==> config.mk <==
export PLATFORM = sky130hd
export DESIGN_NAME = pc_unit_flat
export DESIGN_NICKNAME = d
export VERILOG_FILES = /design/src/rtl/pc_unit_if.sv /design/src/rtl/pc_unit.sv /design/src/flat_wrapper.sv
export SDC_FILE = /design/constraint.sdc
export NUM_CORES = 1
export LEC_CHECK = 0
export CAP_MARGIN = 25
export CORE_MARGIN = 2
export CORE_UTILIZATION = 50
export CTS_CLUSTER_DIAMETER = 30
export DETAILED_ROUTE_END_ITERATION = 8
export PLACE_DENSITY = 0.95
export SYNTH_ARGS = -nofsm -noshare
export SYNTH_HDL_FRONTEND = slang
export SYNTH_SLANG_ARGS = --single-unit
==> constraint.sdc <==
create_clock -name clk -period 4.2 [get_ports clk]
set_input_delay 0.42 -clock clk [delete_from_list [all_inputs] [get_ports clk]]
set_output_delay 0.42 -clock clk [all_outputs]
set_load 0.02 [all_outputs]
==> src/rtl/pc_unit_if.sv <==
// Signal bundle between the pipeline control and the fetch PC unit.
// master drives redirect/hazard controls; slave (pc_unit) returns the fetch PC status.
interface pc_unit_if #(
  parameter int unsigned AW = 32
);
  logic          stall;
  logic          req;
  logic          eret;
  logic [AW-1:0] epc;
  logic [AW-1:0] D_pc;
  logic [15:0]   imm16;
  logic [25:0]   addr26;
  logic [AW-1:0] ra_data;
  logic [AW-1:0] D_V1;
  logic [AW-1:0] D_V2;
  logic          branch;
  logic [1:0]    jump;
  logic          jabs;
  logic [AW-1:0] F_pc;
  logic          F_adel;
  logic          pend;

  modport master (
    output stall, req, eret, epc, D_pc, imm16, addr26, ra_data, D_V1, D_V2,
           branch, jump, jabs,
    input  F_pc, F_adel, pend
  );

  modport slave (
    input  stall, req, eret, epc, D_pc, imm16, addr26, ra_data, D_V1, D_V2,
           branch, jump, jabs,
    output F_pc, F_adel, pend
  );
endinterface

==> src/rtl/pc_unit.sv <==
// Fetch PC register with exception/eret redirect, buffered eret under stall, and branch/jump
// targets. Define PC_UNIT_JABS_EN to add the jabs (branch + |(V1-V2)<<2|) redirect. AW >= 32.
module pc_unit #(
  parameter int unsigned   AW       = 32,
  parameter logic [AW-1:0] RESET_PC = AW'(32'h0000_3000),
  parameter logic [AW-1:0] EXC_VEC  = AW'(32'h0000_4180),
  parameter logic [AW-1:0] IM_LO    = AW'(32'h0000_3000),
  parameter logic [AW-1:0] IM_HI    = AW'(32'h0000_6FFC)
) (
  input logic       clk,
  input logic       reset,
  pc_unit_if.slave  bus
);

  logic [AW-1:0] pc_q, pc_d;
  logic [AW-1:0] tgt_q, tgt_d;
  logic          pend_q, pend_d;

  logic [AW-1:0] seq_pc;
  logic [AW-1:0] d_pc4;
  logic [AW-1:0] br_off;
  logic [AW-1:0] br_tgt;
  logic [AW-1:0] j_tgt;
  logic [AW-1:0] ctl_tgt;
  logic          jabs_hit;
  logic [AW-1:0] jabs_tgt;

  assign seq_pc = pc_q + AW'(4);
  assign d_pc4  = bus.D_pc + AW'(4);
  assign br_off = {{(AW-18){bus.imm16[15]}}, bus.imm16, 2'b00};
  assign br_tgt = d_pc4 + br_off;
  assign j_tgt  = {d_pc4[AW-1:28], bus.addr26, 2'b00};

`ifdef PC_UNIT_JABS_EN
  logic [AW-1:0] diff_sh;
  logic [AW-1:0] abs_sh;

  // Difference and shift wrap at AW bits before the absolute value is taken.
  assign diff_sh  = (bus.D_V1 - bus.D_V2) << 2;
  assign abs_sh   = diff_sh[AW-1] ? (AW'(0) - diff_sh) : diff_sh;
  assign jabs_tgt = br_tgt + abs_sh;
  assign jabs_hit = bus.jabs;
`else
  logic unused_jabs;

  assign unused_jabs = ^{bus.jabs, bus.D_V1, bus.D_V2};
  assign jabs_tgt    = '0;
  assign jabs_hit    = 1'b0;
`endif

  // Control-flow target from the D-stage instruction; jump=11 falls through like 00.
  always_comb begin
    ctl_tgt = seq_pc;
    if (jabs_hit) begin
      ctl_tgt = jabs_tgt;
    end else if (bus.jump == 2'b01) begin
      ctl_tgt = j_tgt;
    end else if (bus.jump == 2'b10) begin
      ctl_tgt = bus.ra_data;
    end else if (bus.branch) begin
      ctl_tgt = br_tgt;
    end
  end

  always_comb begin
    pc_d   = pc_q;
    pend_d = pend_q;
    tgt_d  = tgt_q;
    if (bus.req) begin
      pc_d   = EXC_VEC;
      pend_d = 1'b0;
    end else if (bus.stall) begin
      // Park the eret target until the stall releases; a newer eret overwrites it.
      if (bus.eret) begin
        pend_d = 1'b1;
        tgt_d  = bus.epc;
      end
    end else if (bus.eret) begin
      pc_d   = bus.epc;
      pend_d = 1'b0;
    end else if (pend_q) begin
      pc_d   = tgt_q;
      pend_d = 1'b0;
    end else begin
      pc_d = ctl_tgt;
    end
  end

  always_ff @(posedge clk or posedge reset) begin
    if (reset) begin
      pc_q   <= RESET_PC;
      pend_q <= 1'b0;
      tgt_q  <= '0;
    end else begin
      pc_q   <= pc_d;
      pend_q <= pend_d;
      tgt_q  <= tgt_d;
    end
  end

  assign bus.F_pc   = pc_q;
  assign bus.pend   = pend_q;
  assign bus.F_adel = (pc_q[1:0] != 2'b00) || (pc_q < IM_LO) || (pc_q > IM_HI);

endmodule

==> src/flat_wrapper.sv <==
// flat-port wrapper written by rule: the top's interface ports become plain ports
module pc_unit_flat 
#(
  parameter int unsigned   AW       = 32,
  parameter logic [AW-1:0] RESET_PC = AW'(32'h0000_3000),
  parameter logic [AW-1:0] EXC_VEC  = AW'(32'h0000_4180),
  parameter logic [AW-1:0] IM_LO    = AW'(32'h0000_3000),
  parameter logic [AW-1:0] IM_HI    = AW'(32'h0000_6FFC)
)
  (clk, reset, bus_stall, bus_req, bus_eret, bus_epc, bus_D_pc, bus_imm16, bus_addr26, bus_ra_data, bus_D_V1, bus_D_V2, bus_branch, bus_jump, bus_jabs, bus_F_pc, bus_F_adel, bus_pend);
  pc_unit_if #(.AW(AW)) bus_i ();
  input logic clk;
  input logic reset;
  input wire logic [$bits(bus_i.stall)-1:0] bus_stall;
  input wire logic [$bits(bus_i.req)-1:0] bus_req;
  input wire logic [$bits(bus_i.eret)-1:0] bus_eret;
  input wire logic [$bits(bus_i.epc)-1:0] bus_epc;
  input wire logic [$bits(bus_i.D_pc)-1:0] bus_D_pc;
  input wire logic [$bits(bus_i.imm16)-1:0] bus_imm16;
  input wire logic [$bits(bus_i.addr26)-1:0] bus_addr26;
  input wire logic [$bits(bus_i.ra_data)-1:0] bus_ra_data;
  input wire logic [$bits(bus_i.D_V1)-1:0] bus_D_V1;
  input wire logic [$bits(bus_i.D_V2)-1:0] bus_D_V2;
  input wire logic [$bits(bus_i.branch)-1:0] bus_branch;
  input wire logic [$bits(bus_i.jump)-1:0] bus_jump;
  input wire logic [$bits(bus_i.jabs)-1:0] bus_jabs;
  output wire logic [$bits(bus_i.F_pc)-1:0] bus_F_pc;
  output wire logic [$bits(bus_i.F_adel)-1:0] bus_F_adel;
  output wire logic [$bits(bus_i.pend)-1:0] bus_pend;
  assign bus_i.stall = bus_stall;
  assign bus_i.req = bus_req;
  assign bus_i.eret = bus_eret;
  assign bus_i.epc = bus_epc;
  assign bus_i.D_pc = bus_D_pc;
  assign bus_i.imm16 = bus_imm16;
  assign bus_i.addr26 = bus_addr26;
  assign bus_i.ra_data = bus_ra_data;
  assign bus_i.D_V1 = bus_D_V1;
  assign bus_i.D_V2 = bus_D_V2;
  assign bus_i.branch = bus_branch;
  assign bus_i.jump = bus_jump;
  assign bus_i.jabs = bus_jabs;
  assign bus_F_pc = bus_i.F_pc;
  assign bus_F_adel = bus_i.F_adel;
  assign bus_pend = bus_i.pend;
  pc_unit #(.AW(AW), .RESET_PC(RESET_PC), .EXC_VEC(EXC_VEC), .IM_LO(IM_LO), .IM_HI(IM_HI)) u_core (.clk(clk), .reset(reset), .bus(bus_i));
endmodule
==> summary.md, run 1 <==
| Metric | Value |
|---|---|
| Status | `complete, but fails checks` |
| Failing checks | `design-rule violations` |
| Initial Util | `50.6%` |
| Yosys Warn Count | `0` |
| Final hold slack | `0.498 ns` |
| VDD IR max | `0.245 mV` |
| Post-CTS sizing | `0` |
| Worst slew margin | `35.5%` |
| Clock Skew | `0.00435 ns` |
| Crit path cell chain | `clkdlybuf4s50_1 -> and3_1 -> nand2_1 -> nor2_1 -> nand4_1 -> xnor2_1 -> ha_1 -> nand3_1 -> nor4_1 -> buf_4 -> o311ai_2 -> o211ai_1 -> a221o_1 -> mux2_1 -> a31oi_1 -> o22ai_1` |
| Synth async-reset ratio | `100%` |
| Prevailing post-synth register cell | `dfrtp_1` |
| Critical path class | `primary input to register` |
| First-pass GRT wire length | `40700 microns` |
| Iter 0 DRT Violations | `951` |
| Syn_area_per_cell | `7.70 sq um` |
| Design area | `0.00950 sq mm` |
| Die Y | `122 microns` |
| Cells after synthesis | `906` |
| Most instantiated cells after synthesis | `97 x nand2_1, 76 x nor2_1, 63 x dfrtp_1` |
| TNS Setup | `0 ns` |
| HP Class | `register to register` |
| RSZ-0062 raised after global routing | `false` |
| Placed Area | `0.00913 sq mm` |
| Rows | `43` |
| Synth unique cells | `70` |
| CTS tree | `built` |
| Clk sink count | `65` |
| DP HPWL | `19600 microns` |
| Final setup viols | `0` |
| Die X | `122 microns` |
| Crit share post-route | `92.4%` |
| Worst-Margin Slew | `0.961 ns` |
| Core Footprint | `0.0138 sq mm` |
| Nets | `1336` |
| Layout cells sized above 1 | `9.70%` |
| I/O pin total | `245` |
| Required time worst endpoint | `4.41 ns` |
| DRC Markers | `1` |
| Wire per inst | `20.7 microns` |
| Clock Path Buffers | `2` |
| Grt ovf | `0` |
| Fin. max-slew vios | `0` |
| Critical path's top delay family | `simple AND/OR/NAND/NOR gates` |
| Initial antenna violation count | `0` |
| Max-Cap Viols | `0` |
| Antenna Nets Post-Route | `0` |
| Via/cell ratio | `6.58` |
| Setup crit start kind | `primary input` |
| H-tree depth | `3` |
| Fmax | `258 MHz` |
| Total Routing Usage GR | `34.6%` |
| Vias in the first global route | `8049` |
| Die Footprint | `0.0149 sq mm` |
| Top cells by area, synth | `dfrtp_1 23%, ha_1 6.5%, nand2_1 5.2%, mux2_2 5.2%, xnor2_1 4.9%` |
| Hold Violations, Final | `0` |
| Most common cell in the netlist | `nand2_1` |
| Number of flops mapped to enable cells by yosys | `0` |
| Largest stage delay on the critical path | `0.50 ns` |
| Syn Nets | `1154` |
| Synth area leader | `dfrtp_1` |
| Root buf cell | `clkbuf_16` |
| Cell area power density | `286 mW/mm^2` |
| Leak Pwr | `0.00378 uW` |
| Slowest-stage cell, CP | `clkdlybuf4s50_1` |
| Fill count | `1106` |
| DR pass1 iterations | `8` |
| Seq/Total Area, Yosys | `23.4%` |
| Buf/Inv on CP | `2` |
| Port bufs | `179` |
| Power Total | `2720 uW` |
| Clk pin slew, worst setup/hold paths | `0.06 ns` |
| CP Data Arrival Time | `4.09 ns` |
| Final GP Congestion | `1.01` |
| Layout Area Growth over Synthesis | `36.2%` |
| N_diodes | `0` |
| Tmin final | `3.88 ns` |
| Routed WL | `26300 microns` |
| Worst-Skew Late Latency | `0.34 ns` |
| Setup Fix Bufs, Post-CTS | `0` |
| Flip-flop and latch count after synthesis | `65` |
| Largest net degree at the start of global routing | `37` |
| Share of the synthesized area in the top cell type | `22.6%` |
| CTS buffer count | `9` |
| Via count | `8376` |
| Cts hold-fix bufs | `0` |
| Max FO, Critical Path | `5` |
| Area of the mapped netlist | `0.00697 sq mm` |
| Critical Path Sink Type | `register` |
[layer usage]
layer,vias to the layer above,track usage (%),part of all wire [%],wire length [microns]
li1,3765,-,-,-
met1,3924,43.0,38,9860
met2,581,58.1,48,12500
met3,106,7.49,11,2870
met4,0,13.9,3.9,1030
met5,-,0,0,0
[final timing paths]
| path | slack, ns | to | depth (start not counted) | start |
|---|---|---|---|---|
| min | 0.50 | u_core.tgt_q[4] | 2 | u_core.tgt_q[4] |
| min reg2reg | 0.50 | u_core.tgt_q[4] | 2 | u_core.tgt_q[4] |
| max reg2reg | 1.43 | u_core.bus.F_pc[31] | 8 | u_core.bus.F_pc[4] |
| min in group asynchronous | 0.56 | u_core.bus.F_pc[20] | 2 | reset |
| max in group asynchronous | 2.70 | u_core.bus.F_pc[13] | 3 | reset |
| max | 0.32 | u_core.bus.F_pc[26] | 16 | bus_D_pc[6] |
[placed cells by master, fill, tap and decap left out, types with 6 or more instances in the layout]
cell             count
o2111ai_1            8
a211oi_1            20
a22oi_1              9
ha_1                36
o21ai_0             48
nor2_1              76
xor2_1              28
nand3_1             36
nor4_1              14
o21ai_1             14
clkbuf_16            9
dfrtp_1             63
inv_1               19
a221o_1              6
or3_1                8
mux2_2              32
a21o_1              17
buf_4               45
a221oi_1            10
and3_1              16
clkdlybuf4s50_1    179
a21oi_1             57
nand2b_1            10
nand4_1             27
nand2_1             97
o21a_1              10
nor2b_1              8
o22ai_1             14
mux2i_1              8
and4_1               7
a31oi_1              9
nor3_1              24
xnor2_1             39
o211ai_1             9
[registers in the layout (all words and copies together) (netlist names)]
name             flops
u_core.bus.F_pc     32
u_core.tgt_q        32
u_core.bus.pend      1
[worst min-delay path: stages (launching register included)]
cell     delay (ns)
dfrtp_1        0.34
nand2_1        0.05
o21ai_0        0.06
[cell type report]
class	instances	area (sq um)	area share, %
clock buffer	9	225	2.37
sequential	65	1630	17.2
inverter	23	86.3	0.909
clock inverter	7	143	1.50
timing repair buffer	224	2130	22.4
multi-input combinational	765	5060	53.3
tap	180	225	2.37
[per-stage QoR]
| stage | instances | setup slack [ns] | util [%] |
|---|---|---|---|
| global route | 1273 | 0.0519 | 68.9 |
| detailed placement | 1257 | 0.0785 | 66.3 |
| finish | 1273 | 0.318 | 68.9 |
| global placement | 1257 | 0.144 | 66.3 |
| floorplan | 906 | 0.901 | - |
| CTS | 1273 | 0.414 | 68.9 |
[power by group]
part	internal, uW	leakage [uW]	total (uW)	switching, uW
logic	466	0.00280	971	505
registers	711	0.000800	803	92.0
clock network	641	0.000180	944	303
[cell families (layout without fill, tap and decap cells)]
group                    Yosys count  in the layout  synth area share (%)
flip-flops                        65             65                  23.4
multiplexers                      41             41                  6.48
AND/OR/NAND/NOR                  337            337                  23.4
buffers and inverters             76            263                  4.13
adder cells (fa/ha/maj)           37             37                  6.75
AO/OA/AOI/OAI                    283            283                  27.4
XOR/XNOR                          67             67                  8.41
No activity file was read; power rests on OpenSTA's default activity.
==> run 2, diff against run 1 <==
--- a/config.mk
+++ b/config.mk
@@ -6,8 +6,10 @@
 export NUM_CORES = 1
 export LEC_CHECK = 0
 export CAP_MARGIN = 25
+export CELL_PAD_IN_SITES_DETAIL_PLACEMENT = 0
+export CELL_PAD_IN_SITES_GLOBAL_PLACEMENT = 1
 export CORE_MARGIN = 2
-export CORE_UTILIZATION = 50
+export CORE_UTILIZATION = 36
 export CTS_CLUSTER_DIAMETER = 30
 export DETAILED_ROUTE_END_ITERATION = 8
 export PLACE_DENSITY = 0.95
==> run 2 against run 1 <==
Compared with the run above: the run now ends clean; power fell by 2.4%; cell count rose by 7.3%; global-route usage fell by 9.2 points; first-iteration DRC count fell by 40%; clock power down 6.4%; design area rose by 2.0%; critical path type unchanged; largest cell class unchanged.
==> summary.md, run 2 (synthesized netlist as in run 1, its figures left out) <==
| Metric | Value |
|---|---|
| Status | `completed` |
| Worst-Margin Slew | `0.889 ns (-0.0717 ns)` |
| I/O pin total | `245 (unchanged)` |
| Die Y | `143 microns (+17%)` |
| # placed instances | `1349 (+7.3%)` |
| Rows | `50 (+16%)` |
| Setup crit start kind | `primary input` |
| CP Data Arrival Time | `4.05 ns (-0.04 ns)` |
| Wire per inst | `19.3 microns (-6.4%)` |
| H-tree depth | `3 (unchanged)` |
| Required time worst endpoint | `4.40 ns (about the same)` |
| R2r setup slk | `1.38 ns (-0.05 ns)` |
| Leak Pwr | `0.00383 uW (+1.3%)` |
| Via/cell ratio | `5.85 (-11%)` |
| CTS buffer count | `9 (unchanged)` |
| Clock Path Buffers | `2 (unchanged)` |
| Worst slew margin | `40.3% (+4.8 points)` |
| Clock Skew | `0.00613 ns (+0.00178 ns)` |
| Iter 0 DRT Violations | `574 (-40%)` |
| First-pass GRT wire length | `40900 microns (+0.54%)` |
| Clk sink count | `65 (unchanged)` |
| Die Footprint | `0.0205 sq mm (+38%)` |
| Setup Fix Bufs, Post-CTS | `0 (unchanged)` |
| Reg2Reg Depth | `8 (unchanged)` |
| Most frequent cells in the layout | `179 x clkdlybuf4s50_1, 97 x nand2_1, 76 x nor2_1` |
| Root buf cell | `clkbuf_16` |
| Max-Cap Viols | `0 (unchanged)` |
| Final setup viols | `0 (unchanged)` |
| Crit share post-route | `91.6% (-0.81 points)` |
| Final GP Congestion | `0.929 (-7.9%)` |
| Antenna Nets Post-Route | `0 (unchanged)` |
| Clk pin slew, worst setup/hold paths | `0.06 ns (about the same)` |
| Initial antenna violation count | `0 (unchanged)` |
| Most common cell after layout, fill and taps aside | `clkdlybuf4s50_1` |
| Tmin final | `3.85 ns (-0.0339 ns)` |
| Fin. max-slew vios | `0 (unchanged)` |
| N_diodes | `0 (unchanged)` |
| Setup ws final | `0.351 ns (+0.0339 ns)` |
| FF-to-FF Start | `u_core.bus.F_pc[4]` |
| Fill count | `1792 (+62%)` |
| Critical path class | `primary input to register` |
| Total Routing Usage GR | `25.4% (-9.2 points)` |
| Hold Violations, Final | `0 (unchanged)` |
| Critical Path Sink Type | `register` |
| Layout cells sized above 1 | `10.8% (+1.1 points)` |
| Place WS | `0.0487 ns (-0.0299 ns)` |
| Fmax | `260 MHz (+0.88%)` |
| Worst-Skew Late Latency | `0.34 ns (about the same)` |
| VDD IR max | `0.250 mV (+2.3%)` |
| Via count | `7991 (-4.6%)` |
| RSZ-0062 raised after global routing | `false` |
| Layout Area Growth over Synthesis | `38.8%` |
| DR pass1 iterations | `7 (-1)` |
| Design area | `0.00968 sq mm (+2.0%)` |
| DP HPWL | `20200 microns (+3.0%)` |
| Vias in the first global route | `7787 (-3.3%)` |
| Routed WL | `26400 microns (+0.40%)` |
| RR Endpoint | `u_core.bus.F_pc[31]` |
| Max FO, Critical Path | `4 (-1)` |
| Power Total | `2650 uW (-2.4%)` |
| Nets | `1349 (+0.97%)` |
| CTS tree | `built` |
| Die X | `143 microns (+17%)` |
| Core Footprint | `0.0188 sq mm (+37%)` |
| Post-CTS sizing | `0 (unchanged)` |
| Cts hold-fix bufs | `0 (unchanged)` |
| HP Class | `primary input to asynchronous set/reset pin` |
| Port bufs | `179 (unchanged)` |
| Largest net degree at the start of global routing | `53 (+43%)` |
| Grt ovf | `0 (unchanged)` |
| Initial Util | `37.0% (-14 points)` |
| Placed Area | `0.00932 sq mm (+2.1%)` |
| DRC Markers | `0 (-1)` |
| Fin cells | `1366 (+7.3%)` |
| TNS Setup | `0 ns (unchanged)` |
| Cell area power density | `274 mW/mm^2 (-4.3%)` |
==> run 2: area by class of cell <==
class	instances	area [sq um]	area share, %
well taps	260	325	3.36
clock buffers	9	225	2.33
clock inverters	7	119	1.23
inverters	23	86.3	0.892
flip-flops and latches	65	1630	16.8
repair buffers	237	2240	23.1
multi-input cells	765	5060	52.2
==> run 2: routing by layer <==
layer	vias to the layer above	wire (microns)	global-route usage, %	part of all wire, %
li1	3799	-	-	-
met1	3802	11100	32.8	42
met2	333	12300	41.6	47
met3	57	2070	5.16	7.8
met4	0	901	9.54	3.4
met5	-	0	0	0
==> run 2: worst max path at each step <==
stage                               end  depth (start not counted)  slack, ns   startpoint
floorplan           u_core.bus.F_pc[26]                         15       0.90  bus_D_pc[5]
detailed placement  u_core.bus.F_pc[26]                         17       0.05  bus_D_pc[7]
global route        u_core.bus.F_pc[26]                         17       0.06  bus_D_pc[5]
CTS                 u_core.bus.F_pc[26]                         17       0.38  bus_D_pc[5]
global placement    u_core.bus.F_pc[26]                         17       0.13  bus_D_pc[5]
finish              u_core.bus.F_pc[26]                         17       0.35  bus_D_pc[5]
==> run 2: where the power goes <==
group	leakage [uW]	internal, uW	total [uW]	switching, uW
clock network	0.000162	580	884	304
logic	0.00287	475	973	497
registers	0.000800	711	797	85.2
total	0.00383	1770	2650	887
==> run 2: worst max-delay path, cell delays in order <==
cell and delay, ns:
clkdlybuf4s50_1 0.49, and3_1 0.25, nand2_1 0.12, nor2_1 0.21, nand4_1 0.14, xnor2_1 0.17
ha_1 0.33, nand3_1 0.10, nor4_1 0.35, buf_4 0.18, o311ai_2 0.12, o211ai_1 0.16
a221o_1 0.25, mux2_1 0.34, a31oi_1 0.19, buf_4 0.15, o22ai_1 0.07
==> run 2: stage by stage <==
step	util, %	hold slack, ns
final	51.4	0.252
after floorplan	-	0.451
after detailed placement	49.5	0.473
after global placement	49.5	0.466
after CTS	51.3	0.486
after global routing	51.4	0.262
==> RTL edit 1: new RTL, config.mk and constraints of run 2 <==
`AW` is set to 32 in 3 places; all go to 64. Comments in the files are not updated.
--- a/src/rtl/pc_unit_if.sv
+++ b/src/rtl/pc_unit_if.sv
@@ -2,5 +2,5 @@
 // master drives redirect/hazard controls; slave (pc_unit) returns the fetch PC status.
 interface pc_unit_if #(
-  parameter int unsigned AW = 32
+  parameter int unsigned AW = 64
 );
   logic          stall;
--- a/src/rtl/pc_unit.sv
+++ b/src/rtl/pc_unit.sv
@@ -2,5 +2,5 @@
 // targets. Define PC_UNIT_JABS_EN to add the jabs (branch + |(V1-V2)<<2|) redirect. AW >= 32.
 module pc_unit #(
-  parameter int unsigned   AW       = 32,
+  parameter int unsigned   AW       = 64,
   parameter logic [AW-1:0] RESET_PC = AW'(32'h0000_3000),
   parameter logic [AW-1:0] EXC_VEC  = AW'(32'h0000_4180),
--- a/src/flat_wrapper.sv
+++ b/src/flat_wrapper.sv
@@ -2,5 +2,5 @@
 module pc_unit_flat 
 #(
-  parameter int unsigned   AW       = 32,
+  parameter int unsigned   AW       = 64,
   parameter logic [AW-1:0] RESET_PC = AW'(32'h0000_3000),
   parameter logic [AW-1:0] EXC_VEC  = AW'(32'h0000_4180),
Ports: changed (6 resized); port bits go from 245 to 437. No check against the original RTL was run, so the function may have changed too.
==> RTL edit 1 against run 2 <==
The run now ends with design-rule violations, negative setup slack left; power grew 120%; clock power rose by 90%; routed wire length rose to 2.7 times the old value; combinational power rose to 2.5 times the old value; global-route usage grew 7.4 points; sequential cell count rose by 64; final area is 130% higher; cell count rose by 120%; die area is 100% higher; via count increased by 130%; synthesized area rose by 100%; non-clock buffer count grew 441; worst setup slack worse by 350 ps; highest routed layer unchanged.
==> RTL edit 1: results (changes against run 2) <==
{| class="wikitable"
! Metric !! Value
|-
| Outcome || finished, violations left (was completed)
|-
| Failing checks || design-rule violations, negative setup slack
|-
| Setup violators final || 1 (was 0)
|-
| Sum of negative setup slack || -2.19 ps (was 0 ps)
|-
| Routed Wire Length || 70600 um (was 26400 um)
|-
| Total via count in the routed design || 18.5k (was 7991)
|-
| Final-layout worst hold slack || 431 ps (was 252 ps)
|-
| Post-synthesis net count || 2305 (was 1154)
|-
| Placed wire-length estimate || 53700 um (was 20200 um)
|-
| Data arrival, critical path || 4530 ps (was 4050 ps)
|-
| Proportion of synthesized chip area in sequential cells || 22.8% (was 23.4%)
|-
| Post-synthesis compound-gate area fraction || 27.8% (was 27.4%)
|-
| Total iterations of the first detailed-routing run || 8 (was 7)
|-
| Number of remaining DRC errors || 1 (was 0)
|-
| GR Util All Layers || 32.8% (was 25.4%)
|-
| Number of antenna violations at the first check in global routing || 3 (was 0)
|-
| FILL cells || 3475 (was 1792)
|-
| Maximum number of pins on one net before global-route repair || 61 (was 53)
|-
| Critical path launch point || bus_D_pc[7] (was bus_D_pc[5])
|-
| Setup clock skew after layout || 7.98 ps (was 6.13 ps)
|-
| Slowest stage cell, crit path || or4_1 (was clkdlybuf4s50_1)
|-
| Cell area after placement || 20000 um2 (was 9320 um2)
|-
| Count of unique library cells instantiated by Yosys || 85 (was 70)
|-
| Flop-to-flop setup slack || 890 ps (was 1380 ps)
|-
| Least setup slack across all paths after layout || -2.19 ps (was 351 ps)
|-
| Maximum vdd drop || 0.000267 V (was 0.000250 V)
|-
| Headroom to the max-slew limit || 30.4% (was 40.3%)
|-
| Fraction of layout cells with a size suffix above 1 || 25.2% (was 10.8%)
|-
| Leakage component of the power || 9.13 nW (was 3.83 nW)
|-
| Number of cells on the worst reg-to-reg path || 13 (was 8)
|}
[RTL edit 1: what timing repair did]
item / in CTS / in global routing
gates resized for setup: 81 / 100
pin swaps: 36 / 60
buffers inserted: 24 / 17
endpoints found under the hold margin: 0 / 0
endpoints found under the setup margin: 24 / 34
gates cloned: 1 / 0
[RTL edit 1: stage by stage]
step,instances,utilization [%]
2_1_floorplan,1857,-
3_3_place_gp,2910,51.6
3_5_place_dp,2910,51.6
4_1_cts,2966,54.6
5_1_grt,2985,56.2
6_report,2986,56.2
[RTL edit 1: area by class of cell]
cell class | instances | area [um2] | share of cell area (%)
clock inverter | 15 | 219 | 1.00
sequential | 129 | 3230 | 14.8
inverter | 36 | 138 | 0.630
multi-input combinational | 1590 | 11300 | 51.6
timing repair buffer | 678 | 5900 | 27.0
tap | 518 | 648 | 2.97
antenna | 3 | 7.51 | 0.0344
clock buffer | 17 | 425 | 1.95
[RTL edit 1: cells by family (layout without fill, tap and decap cells)]
kind of cell | Yosys count | after routing
adders and majority gates | 77 | 77
AOI/OAI and AO/OA | 617 | 617
muxes | 79 | 79
other | 0 | 3
DFF | 129 | 129
buffers and inverters | 138 | 746
xor gates and xnor gates | 168 | 168
and+or+nand+nor | 649 | 649
[RTL edit 1: routing by layer]
| metal | share of wire [%] | GRT usage (%) |
|---|---|---|
| met2 | 46 | 54.7 |
| met3 | 11 | 8.83 |
| met4 | 7.6 | 20.6 |
| met1 | 36 | 37.2 |
| met5 | 0 | 0 |
[RTL edit 1: critical path, delay by kind of cell]
| kind | cells | cell delay (ps) |
|---|---|---|
| and+or+nand+nor | 9 | 2210 |
| AOI/OAI and AO/OA | 5 | 780 |
| buffers and inverters | 5 | 760 |
| adders and majority gates | 1 | 270 |
| xor gates and xnor gates | 1 | 90 |
[RTL edit 1: worst max-delay path by stage]
stage | endpoint | slack (ps) | depth (start not counted)
floorplan | u_core.bus.F_pc[49] | 20 | 19
finish | u_core.bus.F_pc[57] | -2 | 21
global placement | u_core.bus.F_pc[56] | -840 | 19
detailed placement | u_core.bus.F_pc[56] | -870 | 20
CTS | u_core.bus.F_pc[49] | 10 | 20
global route | u_core.bus.F_pc[62] | -110 | 20
[RTL edit 1: power breakdown]
part / switching [W] / internal [W]
clock network: 0.000670 / 0.00102
logic: 0.00128 / 0.00118
registers: 0.000195 / 0.00141
==> RTL edit 2: new RTL, settings of run 2 <==
Made on the original files. Reset style: synchronous (`reset`), changed in one clocked block.
--- a/src/rtl/pc_unit.sv
+++ b/src/rtl/pc_unit.sv
@@ -87,5 +87,5 @@
   end
 
-  always_ff @(posedge clk or posedge reset) begin
+  always_ff @(posedge clk) begin
     if (reset) begin
       pc_q   <= RESET_PC;
Formal check against the unedited RTL: differs if reset is asserted again (counterexample within 4 cycles, from zero or initial values and one cycle with reset high); with reset held inactive, the same outputs for 10 cycles.
==> RTL edit 2 against run 2 <==
Sequential cell count is the same; non-clock buffer count down 15; worst setup slack worse by 4.7 ps; final area fell by 8.3%; critical path depth did not move; synthesized cell count fell by 0.33%; die area decreased by 8.1%; synthesized area down 8.4%; register-to-register slack better by 90 ps; routed wire length down 6.7%; maximum frequency shrank 0.12%; power shrank 17%; combinational power shrank 15%; critical path type unchanged; highest routed layer unchanged.
==> RTL edit 2: results (changes against run 2) <==
{| class="wikitable"
! Metric !! Value
|-
| Number of nets in the layout || 1334 (was 1349)
|-
| Row count || 48 (was 50)
|-
| Post-detailed-route via-to-cell ratio || 5.83 (was 5.85)
|-
| Most common library cells after synthesis || 153 x nand2_1, 82 x a21oi_1, 77 x nor2_1 (was 97 x nand2_1, 76 x nor2_1, 63 x dfrtp_1)
|-
| Min Tclk post-route || 3850 ps (about the same)
|-
| Detailed router's first-iteration violation count || 666 (was 574)
|-
| Flop-to-flop setup slack || 1470 ps (was 1380 ps)
|-
| Path type of the worst min-delay path || reg -> reg (was in -> async)
|-
| Largest cells by area after synthesis || dfxtp_1 20%, nand2_1 9.0%, ha_1 6.9%, xnor2_1 6.6%, a21oi_1 6.4% (was dfrtp_1 23%, ha_1 6.5%, nand2_1 5.2%, mux2_2 5.2%, xnor2_1 4.9%)
|-
| Post-placement worst setup slack || -59.9 ps (was 48.7 ps)
|-
| Final weighted congestion in routability-driven placement || 0.878 (was 0.929)
|-
| Fraction of registers with async set or reset after synthesis || 0% (was 100%)
|-
| Number of antenna violations at the first check in global routing || 1 (was 0)
|-
| Terminus of the critical flop-to-flop path || u_core.bus.F_pc[27] (was u_core.bus.F_pc[31])
|-
| Routed length on met2 || 11300 um (was 12300 um)
|-
| Data arrival, critical path || 4110 ps (was 4050 ps)
|-
| WL met3 || 2340 um (was 2070 um)
|-
| Post-synthesis net count || 1150 (was 1154)
|-
| Setup clock skew after layout || 5.34 ps (was 6.13 ps)
|-
| Endpoint of the most critical setup path || u_core.bus.F_pc[29] (was u_core.bus.F_pc[26])
|-
| Maximum vdd drop || 0.000213 V (was 0.000250 V)
|-
| Proportion of synthesized chip area in sequential cells || 20.4% (was 23.4%)
|-
| Critical path launch point || bus_D_pc[2] (was bus_D_pc[5])
|-
| Core box area || 17400 um2 (was 18800 um2)
|-
| Outcome || completed (unchanged)
|-
| Number of cells on the worst reg-to-reg path || 7 (was 8)
|-
| Worst-Margin Slew || 865 ps (was 889 ps)
|-
| GR Util All Layers || 26.5% (was 25.4%)
|-
| Leakage component of the power || 3.34 nW (was 3.83 nW)
|-
| Maximum number of pins on one net before global-route repair || 46 (was 53)
|-
| RR Startpoint || u_core.bus.pend (was u_core.bus.F_pc[4])
|-
| Placed wire-length estimate || 18900 um (was 20200 um)
|-
| Count of unique library cells instantiated by Yosys || 72 (was 70)
|-
| Routed Wire Length || 24600 um (was 26400 um)
|-
| Main synth FF type || dfxtp_1 (was dfrtp_1)
|-
| Post-cts repair resize count || 0 (unchanged)
|-
| Total iterations of the first detailed-routing run || 6 (was 7)
|-
| Setup violators final || 0 (unchanged)
|-
| Wire length of the first global-routing pass || 38600 um (was 40900 um)
|-
| Metal-1 WL || 10200 um (was 11100 um)
|-
| Vias in the first global route || 7418 (was 7787)
|-
| Fraction of layout cells with a size suffix above 1 || 7.43% (was 10.8%)
|}
RTL edit 2: cell count changes in the layout (fill, tap and decap cells not counted), sizes merged, moves of 9 or more:
cell	change
a21oi	+27
dfrtp	-63
mux2	-30
xnor2	+9
nand2	+56
nand4	-12
dfxtp	+65
o21ai	-10
buf	-15
a211oi	-10
RTL edit 2: how the worst min path moves through the flow:
stage	startpoint	endpoint	slack, ps	cells past startpoint
finish	u_core.tgt_q[27]	u_core.tgt_q[27]	450	2
CTS	u_core.tgt_q[28]	u_core.tgt_q[28]	450	2
global placement	u_core.tgt_q[14]	u_core.tgt_q[14]	440	2
floorplan	u_core.tgt_q[14]	u_core.tgt_q[14]	430	2
detailed placement	u_core.tgt_q[30]	u_core.tgt_q[30]	450	2
global route	u_core.tgt_q[16]	u_core.tgt_q[16]	470	2
RTL edit 2: cells by family after synthesis:
logic type / share of synthesized area (%)
buffers and inverters: 4.23
adders and majority gates: 7.17
muxes: 1.62
xor gates and xnor gates: 10.7
and+or+nand+nor: 26.2
AOI/OAI and AO/OA: 29.7
DFF: 20.4
RTL edit 2: critical path, cell delays in order:
cell	delay (ps)
clkdlybuf4s50_1	540
ha_1	230
nand2_1	70
nor2_1	280
nand2_1	180
xnor2_1	160
ha_1	340
a21oi_1	220
o21ai_0	140
a2111oi_0	410
buf_4	200
nor4_1	60
buf_4	150
a211oi_2	200
xnor2_1	160
o221ai_2	120
a221oi_2	230
RTL edit 2: final cells by class:
| class | count | area [um2] |
|---|---|---|
| timing repair buffer | 222 | 2110 |
| tap | 225 | 282 |
| sequential | 65 | 1300 |
| inverter | 20 | 75.1 |
| multi-input combinational | 769 | 4840 |
| clock buffer | 14 | 264 |
| fill | 1703 | 8480 |
| antenna | 1 | 2.50 |
RTL edit 2: report_power, final:
part	switching (W)	total, W	leakage (nW)	internal (W)
Clock	0.000262	0.000687	0.129	0.000425
Combinational	0.000439	0.000830	2.68	0.000392
Sequential	0.0000395	0.000684	0.531	0.000645
Total	0.000740	0.00220	3.34	0.00146
RTL edit 2: layer usage:
| metal | global-route usage, % | vias up |
|---|---|---|
| met5 | 0 | - |
| met4 | 10.4 | 0 |
| met3 | 6.22 | 51 |
| met2 | 42.4 | 364 |
| met1 | 34.3 | 3555 |
| li1 | - | 3696 |
RTL edit 2: stage by stage:
step / area, um2 / utilization [%] / hold WS [ps] / cells / total power [W]
floorplan: 6390 / - / 432 / 903 / 0.00114
CTS: 8860 / 51.0 / 454 / 1315 / 0.00220
global route: 8880 / 51.1 / 467 / 1316 / 0.00231
global placement: 8590 / 49.5 / 439 / 1301 / 0.00151
detailed placement: 8590 / 49.5 / 447 / 1301 / 0.00151
finish: 8880 / 51.1 / 453 / 1316 / 0.00220
